<file path="config.mk">
export PLATFORM = sky130hd
export DESIGN_NAME = ah_snoopable_fifo_param_flat
export DESIGN_NICKNAME = d
export VERILOG_FILES = /design/src/rtl/ah_snoopable_fifo_param_if.sv /design/src/rtl/ah_snoopable_fifo_param.sv /design/src/flat_wrapper.sv
export SDC_FILE = /design/constraint.sdc
export NUM_CORES = 2
export LEC_CHECK = 0
export CORE_MARGIN = 3
export CORE_UTILIZATION = 60
export DETAILED_ROUTE_END_ITERATION = 16
export GPL_TIMING_DRIVEN = 0
export HOLD_SLACK_MARGIN = 0.05
export PLACE_DENSITY = 0.77
export SYNTH_ARGS = -nofsm -noshare
export SYNTH_HDL_FRONTEND = slang
export SYNTH_SLANG_ARGS = --single-unit
</file>
<file path="constraint.sdc">
create_clock -name clk -period 43.1 [get_ports clk]
set_input_delay 4.31 -clock clk [delete_from_list [all_inputs] [get_ports clk]]
set_output_delay 4.31 -clock clk [all_outputs]
set_load 0.02 [all_outputs]
</file>
<file path="src/rtl/ah_snoopable_fifo_param_if.sv">
// Bundle of the FIFO write, read, snoop and status signals.
// The FIFO takes the slave side, and the request producer/consumer takes the master side.
interface ah_snoopable_fifo_param_if #(
    parameter int unsigned WIDTH       = 32,
    parameter int unsigned DEPTH       = 20,
    parameter int unsigned SNOOP_WIDTH = 16
);
    localparam int unsigned CW = $clog2(DEPTH + 1);

    logic [WIDTH-1:0]       wdata;
    logic                   wvalid;
    logic                   wready;
    logic [WIDTH-1:0]       rdata;
    logic                   rvalid;
    logic                   rready;
    logic [SNOOP_WIDTH-1:0] sdata;
    logic                   svalid;
    logic                   sresp_valid;
    logic                   smatch;
    logic [CW-1:0]          smatch_cnt;
    logic [CW-1:0]          smatch_pos;
    logic [CW-1:0]          count;
    logic                   almost_full;

    modport slave (
        input  wdata, wvalid, rready, sdata, svalid,
        output wready, rdata, rvalid, sresp_valid, smatch, smatch_cnt, smatch_pos,
               count, almost_full
    );

    modport master (
        output wdata, wvalid, rready, sdata, svalid,
        input  wready, rdata, rvalid, sresp_valid, smatch, smatch_cnt, smatch_pos,
               count, almost_full
    );
endinterface

</file>
<file path="src/rtl/ah_snoopable_fifo_param.sv">
// This is a first-word-fall-through FIFO of any depth with a registered associative snoop.
// The snoop compares only occupied entries. It returns a match flag, the match count
// and the position of the oldest match, measured from the head.
module ah_snoopable_fifo_param #(
    parameter int unsigned WIDTH        = 32,
    parameter int unsigned DEPTH        = 20,
    parameter int unsigned SNOOP_WIDTH  = 16,
    parameter int unsigned AFULL_THRESH = 16
) (
    input  logic                       clk,
    input  logic                       rst,
    ah_snoopable_fifo_param_if.slave   bus
);
    localparam int unsigned CW = $clog2(DEPTH + 1);
    localparam int unsigned PW = (DEPTH > 1) ? $clog2(DEPTH) : 1;

    logic [WIDTH-1:0] mem [DEPTH];
    logic [PW-1:0]    wr_ptr;
    logic [PW-1:0]    rd_ptr;
    logic [CW-1:0]    count_q;

    logic             sresp_valid_q;
    logic             smatch_q;
    logic [CW-1:0]    smatch_cnt_q;
    logic [CW-1:0]    smatch_pos_q;

    logic             wready_c;
    logic             rvalid_c;
    logic             wfire_c;
    logic             rfire_c;
    logic             hit_c;
    logic [CW-1:0]    hit_cnt_c;
    logic [CW-1:0]    hit_pos_c;

    // Pointers wrap explicitly so that non-power-of-two depths work.
    function automatic logic [PW-1:0] ptr_inc(input logic [PW-1:0] p);
        return (p == PW'(DEPTH - 1)) ? '0 : p + PW'(1);
    endfunction

    // Handshake and status are derived from the occupancy register.
    assign wready_c = (count_q != CW'(DEPTH));
    assign rvalid_c = (count_q != '0);
    assign wfire_c  = bus.wvalid && wready_c;
    assign rfire_c  = rvalid_c && bus.rready;

    assign bus.wready      = wready_c;
    assign bus.rvalid      = rvalid_c;
    assign bus.rdata       = mem[rd_ptr];
    assign bus.count       = count_q;
    assign bus.almost_full = (count_q >= CW'(AFULL_THRESH));
    assign bus.sresp_valid = sresp_valid_q;
    assign bus.smatch      = smatch_q;
    assign bus.smatch_cnt  = smatch_cnt_q;
    assign bus.smatch_pos  = smatch_pos_q;

    // Walk the entries from the head so that the first hit gives the oldest position.
    // Offsets at or beyond count are stale and are never compared.
    always_comb begin
        int idx;
        idx       = 0;
        hit_c     = 1'b0;
        hit_cnt_c = '0;
        hit_pos_c = '0;
        for (int k = 0; k < int'(DEPTH); k++) begin
            idx = int'(rd_ptr) + k;
            if (idx >= int'(DEPTH)) begin
                idx = idx - int'(DEPTH);
            end
            if ((k < int'(count_q)) && (mem[PW'(idx)][SNOOP_WIDTH-1:0] == bus.sdata)) begin
                if (!hit_c) begin
                    hit_pos_c = CW'(k);
                end
                hit_c     = 1'b1;
                hit_cnt_c = hit_cnt_c + CW'(1);
            end
        end
    end

    // Update the pointers, the occupancy and the registered snoop result.
    always_ff @(posedge clk) begin
        if (rst) begin
            wr_ptr        <= '0;
            rd_ptr        <= '0;
            count_q       <= '0;
            sresp_valid_q <= 1'b0;
            smatch_q      <= 1'b0;
            smatch_cnt_q  <= '0;
            smatch_pos_q  <= '0;
        end else begin
            if (wfire_c) begin
                wr_ptr <= ptr_inc(wr_ptr);
            end
            if (rfire_c) begin
                rd_ptr <= ptr_inc(rd_ptr);
            end
            case ({wfire_c, rfire_c})
                2'b10:   count_q <= count_q + CW'(1);
                2'b01:   count_q <= count_q - CW'(1);
                default: count_q <= count_q;
            endcase
            sresp_valid_q <= bus.svalid;
            if (bus.svalid) begin
                smatch_q     <= hit_c;
                smatch_cnt_q <= hit_cnt_c;
                smatch_pos_q <= hit_pos_c;
            end
        end
    end

    // Storage is not reset. A write in a reset cycle is dropped.
    always_ff @(posedge clk) begin
        if (!rst && wfire_c) begin
            mem[wr_ptr] <= bus.wdata;
        end
    end
endmodule

</file>
<file path="src/flat_wrapper.sv">
// flat-port wrapper written by rule: the top's interface ports become plain ports
module ah_snoopable_fifo_param_flat 
#(
    parameter int unsigned WIDTH        = 32,
    parameter int unsigned DEPTH        = 20,
    parameter int unsigned SNOOP_WIDTH  = 16,
    parameter int unsigned AFULL_THRESH = 16
)
  (clk, rst, bus_wdata, bus_wvalid, bus_rready, bus_sdata, bus_svalid, bus_wready, bus_rdata, bus_rvalid, bus_sresp_valid, bus_smatch, bus_smatch_cnt, bus_smatch_pos, bus_count, bus_almost_full);
  ah_snoopable_fifo_param_if #(.WIDTH(WIDTH), .DEPTH(DEPTH), .SNOOP_WIDTH(SNOOP_WIDTH)) bus_i ();
  input  logic clk;
  input  logic rst;
  input wire logic [$bits(bus_i.wdata)-1:0] bus_wdata;
  input wire logic [$bits(bus_i.wvalid)-1:0] bus_wvalid;
  input wire logic [$bits(bus_i.rready)-1:0] bus_rready;
  input wire logic [$bits(bus_i.sdata)-1:0] bus_sdata;
  input wire logic [$bits(bus_i.svalid)-1:0] bus_svalid;
  output wire logic [$bits(bus_i.wready)-1:0] bus_wready;
  output wire logic [$bits(bus_i.rdata)-1:0] bus_rdata;
  output wire logic [$bits(bus_i.rvalid)-1:0] bus_rvalid;
  output wire logic [$bits(bus_i.sresp_valid)-1:0] bus_sresp_valid;
  output wire logic [$bits(bus_i.smatch)-1:0] bus_smatch;
  output wire logic [$bits(bus_i.smatch_cnt)-1:0] bus_smatch_cnt;
  output wire logic [$bits(bus_i.smatch_pos)-1:0] bus_smatch_pos;
  output wire logic [$bits(bus_i.count)-1:0] bus_count;
  output wire logic [$bits(bus_i.almost_full)-1:0] bus_almost_full;
  assign bus_i.wdata = bus_wdata;
  assign bus_i.wvalid = bus_wvalid;
  assign bus_i.rready = bus_rready;
  assign bus_i.sdata = bus_sdata;
  assign bus_i.svalid = bus_svalid;
  assign bus_wready = bus_i.wready;
  assign bus_rdata = bus_i.rdata;
  assign bus_rvalid = bus_i.rvalid;
  assign bus_sresp_valid = bus_i.sresp_valid;
  assign bus_smatch = bus_i.smatch;
  assign bus_smatch_cnt = bus_i.smatch_cnt;
  assign bus_smatch_pos = bus_i.smatch_pos;
  assign bus_count = bus_i.count;
  assign bus_almost_full = bus_i.almost_full;
  ah_snoopable_fifo_param #(.WIDTH(WIDTH), .DEPTH(DEPTH), .SNOOP_WIDTH(SNOOP_WIDTH), .AFULL_THRESH(AFULL_THRESH)) u_core (.clk(clk), .rst(rst), .bus(bus_i));
endmodule
</file>
==> metrics, run 1 <==
run status=did not finish; Failed at=5_1_grt; Err=[ERROR GRT-0116] Global routing finished with congestion. Check the congestion regions in the DRC Viewer.; I/O Pins=105; Die Span Y=325 um; aggregate global routing overflow=25; count of input and output buffers=94; Resize count post-CTS=0; DP Wirelength=271000 um; synthesized area=61200 um^2; Cells after Synth=5179; clock tree sinks=672; Synth warnings=0; library cells used by synthesis=133; flop and latch count out of synthesis=672; die width=325 um; post-CTS setup buffers=0; gpl congestion=1.31; clk root buf=clkbuf_16; num rows=116; Post-DP Area=64600 um^2; cts bufs inserted=70; Post-synth EDFFs=640; Main synth FF type=edfxtp_1; Longest Clk Path Bufs=3; vias in the first global route=63400; H-tree level count=3; largest net degree at the start of global routing=22; first-pass GRT wire length=563000 um; Synth async-reset ratio=0; Synthesized Nets=5305; CTS Hold Bufs=0; syn avg cell area=11.8 um^2; Seq/Total Area, Yosys=0.325; Total GRT Usage=0.777; Initial Utilization=0.608
## per-stage QoR
| stage | hold slack, ns | std cells | setup WS (ns) |
|---|---|---|---|
| 3_5_place_dp | 0.472 | 6659 | 21.36 |
| 4_1_cts | 0.481 | 6789 | 21.13 |
| 2_1_floorplan | 0.482 | 5179 | 25.69 |
| 3_3_place_gp | 0.460 | 6630 | 21.56 |
## synthesized netlist by cell type, types with 13 or more instances
| cell | n | area share |
|---|---|---|
| nand4_1 | 61 | 0.0062 |
| a2111oi_0 | 15 | 0.0021 |
| nor2_1 | 259 | 0.016 |
| edfxtp_1 | 640 | 0.31 |
| buf_6 | 28 | 0.0052 |
| inv_1 | 81 | 0.0050 |
| buf_2 | 69 | 0.0056 |
| xnor2_1 | 414 | 0.059 |
| o21a_1 | 18 | 0.0022 |
| ha_1 | 72 | 0.015 |
| a31oi_1 | 44 | 0.0045 |
| dfxtp_1 | 32 | 0.010 |
| nor3_1 | 119 | 0.0097 |
| nand3_1 | 130 | 0.011 |
| o221ai_1 | 13 | 0.0019 |
| nand2b_1 | 41 | 0.0042 |
| nor2b_1 | 25 | 0.0026 |
| a221o_1 | 13 | 0.0021 |
| clkbuf_1 | 210 | 0.013 |
| o31ai_1 | 19 | 0.0023 |
| or3_1 | 29 | 0.0030 |
| buf_4 | 19 | 0.0023 |
| and3_1 | 39 | 0.0040 |
| mux2i_1 | 402 | 0.066 |
| a211oi_1 | 39 | 0.0048 |
| o2111ai_1 | 30 | 0.0043 |
| a31o_2 | 14 | 0.0020 |
| a311oi_1 | 21 | 0.0030 |
| xnor2_2 | 16 | 0.0043 |
| nand2_1 | 435 | 0.027 |
| and2_1 | 40 | 0.0041 |
| a21o_1 | 29 | 0.0036 |
| mux4_2 | 672 | 0.25 |
| a21oi_1 | 220 | 0.018 |
| o22ai_1 | 33 | 0.0034 |
| a32oi_1 | 17 | 0.0024 |
| or2_2 | 19 | 0.0019 |
| buf_1 | 55 | 0.0034 |
| o211ai_1 | 34 | 0.0042 |
| a22oi_1 | 34 | 0.0042 |
| o21ai_1 | 30 | 0.0025 |
| mux2_2 | 98 | 0.018 |
| a221oi_1 | 25 | 0.0036 |
| nor4_1 | 49 | 0.0050 |
| o21ai_0 | 161 | 0.013 |
## logic make-up after synthesis
logic type                 count (synthesis)  synth area share
xor gates and xnor gates                 458            0.0714
AOI/OAI and AO/OA                        971             0.110
adders and majority gates                 74            0.0152
and+or+nand+nor                         1339             0.108
buffers and inverters                    490            0.0388
muxes                                   1175             0.332
DFF                                      672             0.325
## metal layers
layer	global-route usage	overflow
met2	0.892	11
met4	0.715	13
met5	0.430	0
met3	0.702	0
met1	0.782	1
==> run 2, diff against run 1 <==
Settings changed: CORE_UTILIZATION 60 to 40, HOLD_SLACK_MARGIN 0.05 to default, PLACE_DENSITY 0.77 to default, PLACE_DENSITY_LB_ADDON from default to 0.15.
==> metrics, run 2 <==
Finished Layout Cells=7532; largest cells by area after synthesis=edfxtp_1 (31%), mux4_2 (25%), mux2i_1 (6.6%); Final Util=0.453; Slowest-stage cell, CP=clkbuf_2; Fill cells=13800; area leader, netlist=edfxtp_1; number of max-cap violations=22; Final Hold Fails=0; WHS Endpoint=u_core.bus.smatch_pos[2]; placed cell count=7336 (+10%); Multi-input gate area=39200 um^2; die area=158000 um^2; cells on worst reg2reg path=78; clk root buf=clkbuf_16; DP Wirelength=316000 um (+16%); Final Hold Slack=0.469 ns; first-pass detailed-route iteration total=13; CTS tree=done; aggregate global routing overflow=0; max-slew violation count=148; first-pass GRT wire length=536000 um; Power per Cell Area=61.8 nW/um^2; max incr delay on CP=0.76 ns; worst skew pair latency=0.79 ns; setup TNS=0 ns; relative slew slack=-0.137; type of the worst setup path=reg2reg; setup slack after layout=20.30 ns; min cycle time layout=22.80 ns; Setup violations, final=0; synth cell count leaders=mux4_2 (672), edfxtp_1 (640), nand2_1 (435), xnor2_1 (414), mux2i_1 (402); vias in the first global route=53600; DRC=0; Peak supply drop=0.0000410 V; worst-margin pin slew=1.71 ns; 1st-iter DRT viols=11500; Worst Skew=0.140 ns; fmax=43.9 MHz; Hold Startpoint=u_core.bus.smatch_pos[2]; Die Span Y=397 um (+22%); Critical Path RT=43.73 ns; most frequent cells in the layout=mux4_2 (672), edfxtp_1 (640), nand2_1 (435); Layout Nets=5526; antenna viol nets, final=0; Total GRT Usage=0.518; Main synth FF type=edfxtp_1; max FFs per register=640; syn avg cell area=11.8 um^2 (unchanged); Cells after Synth=5179 (unchanged); Longest Clk Path Bufs=3 (unchanged); Synth warnings=0 (unchanged); largest net degree at the start of global routing=21; hold path cells=2; cts bufs inserted=75 (+7.1%); Reg area=19900 um^2; Hold Path Class=reg2reg; Lkg Pwr=22.0 nW; library cells used by synthesis=133 (unchanged); count of input and output buffers=94 (unchanged); H-tree level count=3 (unchanged); post-CTS setup buffers=0 (unchanged); flop and latch count out of synthesis=672 (unchanged); Synth async-reset ratio=0 (unchanged); crit share post-route=0.529; Resize count post-CTS=0 (unchanged); gpl congestion=1.15 (-12%); Synth top area share=0.314 (unchanged); critical path arrival=23.43 ns; failing checks=capacitance limit, slew limit; Crit. End Element=flop; synthesized area=61200 um^2 (unchanged); final WL=418000 um; Routed WL per cell=55.5 um; Synthesized Nets=5305 (unchanged); dpl ws=21.06 ns (-0.307 ns); run status=finished, violations left; num rows=142 (+22%); reg-to-reg startpoint=u_core.rd_ptr[0]; synth-to-layout area growth=11.8%; Most flops, register=u_core.mem; RSZ-0062 raised after global routing=false; CTS Hold Bufs=0 (unchanged); kind of start point of the critical path=flop; Vias/cell=7.94; Post-synth EDFFs=640 (unchanged); clock tree sinks=672 (unchanged); DR vias=59800; layout cell share with drive strength beyond 1=0.235; core box area=151000 um^2; I/O Pins=105 (unchanged); most used cell, CP=ha_1; clock slew seen by the registers of the worst setup and hold paths=0.06 ns; Initial Utilization=0.405 (-0.203); Seq/Total Area, Yosys=0.325 (unchanged); R2R Setup Slk=20.30 ns; initial antenna violation count=61; die width=397 um (+22%); count leader, synth=mux4_2; most common cell after layout, fill and taps aside=mux4_2; RR Endpoint=u_core.bus.smatch_cnt[4]; worst-path maximum fanout=12
-- run 2: how the worst max path moves through the flow --
| stage | start | endpoint | slack, ns | cells past startpoint |
|---|---|---|---|---|
| after floorplan | bus_sdata[8] | u_core.bus.smatch_cnt[4] | 25.69 | 64 |
| after global placement | u_core.rd_ptr[0] | u_core.bus.smatch_cnt[4] | 20.40 | 79 |
| after detailed placement | u_core.rd_ptr[0] | u_core.bus.smatch_cnt[4] | 21.06 | 79 |
| after CTS | u_core.rd_ptr[0] | u_core.bus.smatch_cnt[4] | 21.00 | 79 |
| after global routing | u_core.rd_ptr[0] | u_core.bus.smatch_cnt[4] | 19.77 | 79 |
| final | u_core.rd_ptr[0] | u_core.bus.smatch_cnt[4] | 20.30 | 78 |
-- run 2: worst max-delay path: cells and delay by family, from the launching register on --
kind,cells,cell delay [ns]
buf+inv,14,6.75
fa+ha+maj,18,5.39
simple gates,21,3.65
compound gates,14,3.17
mux,7,1.91
xor+xnor,4,0.94
flops,1,0.70
-- run 2: routing by layer --
layer  global-route usage  vias to the layer above  wire length, um
met4                0.431                       40            45800
met2                0.697                     6308           163000
met1                0.584                    30200           138000
met3                0.302                     1903            70400
li1                     -                    21400                -
met5               0.0154                        -              472
-- run 2: final cells by class --
| type | instances | share of cell area |
|---|---|---|
| Antenna cell | 60 | 0.00220 |
| Tap cell | 2016 | 0.0369 |
| Buffer | 396 | 0.0303 |
| Clock buffer | 86 | 0.0280 |
| Multi-Input combinational cell | 4017 | 0.573 |
| Timing Repair Buffer | 144 | 0.0260 |
| Clock inverter | 47 | 0.00785 |
| Inverter | 94 | 0.00516 |
| Sequential cell | 672 | 0.290 |
-- run 2: kinds of logic after synthesis --
group                    count (synthesis)  synth area share
multiplexers                          1175             0.332
AND/OR/NAND/NOR                       1339             0.108
flip-flops                             672             0.325
adder cells (fa/ha/maj)                 74            0.0152
buffers and inverters                  490            0.0388
AO/OA/AOI/OAI                          971             0.110
XOR/XNOR                               458            0.0714
-- run 2: where the power goes --
part           internal (mW)  switching, mW
Combinational          0.904           1.93
Clock                  0.362          0.298
Sequential             0.721        0.00781
-- run 2: per-stage QoR --
step	power, mW	instance area, um^2
floorplan	2.21	61200
global placement	3.33	64600
detailed placement	3.32	65700
CTS	3.98	68200
global route	4.18	68200
finish	4.23	68400
(Power assumes the default switching activity.)
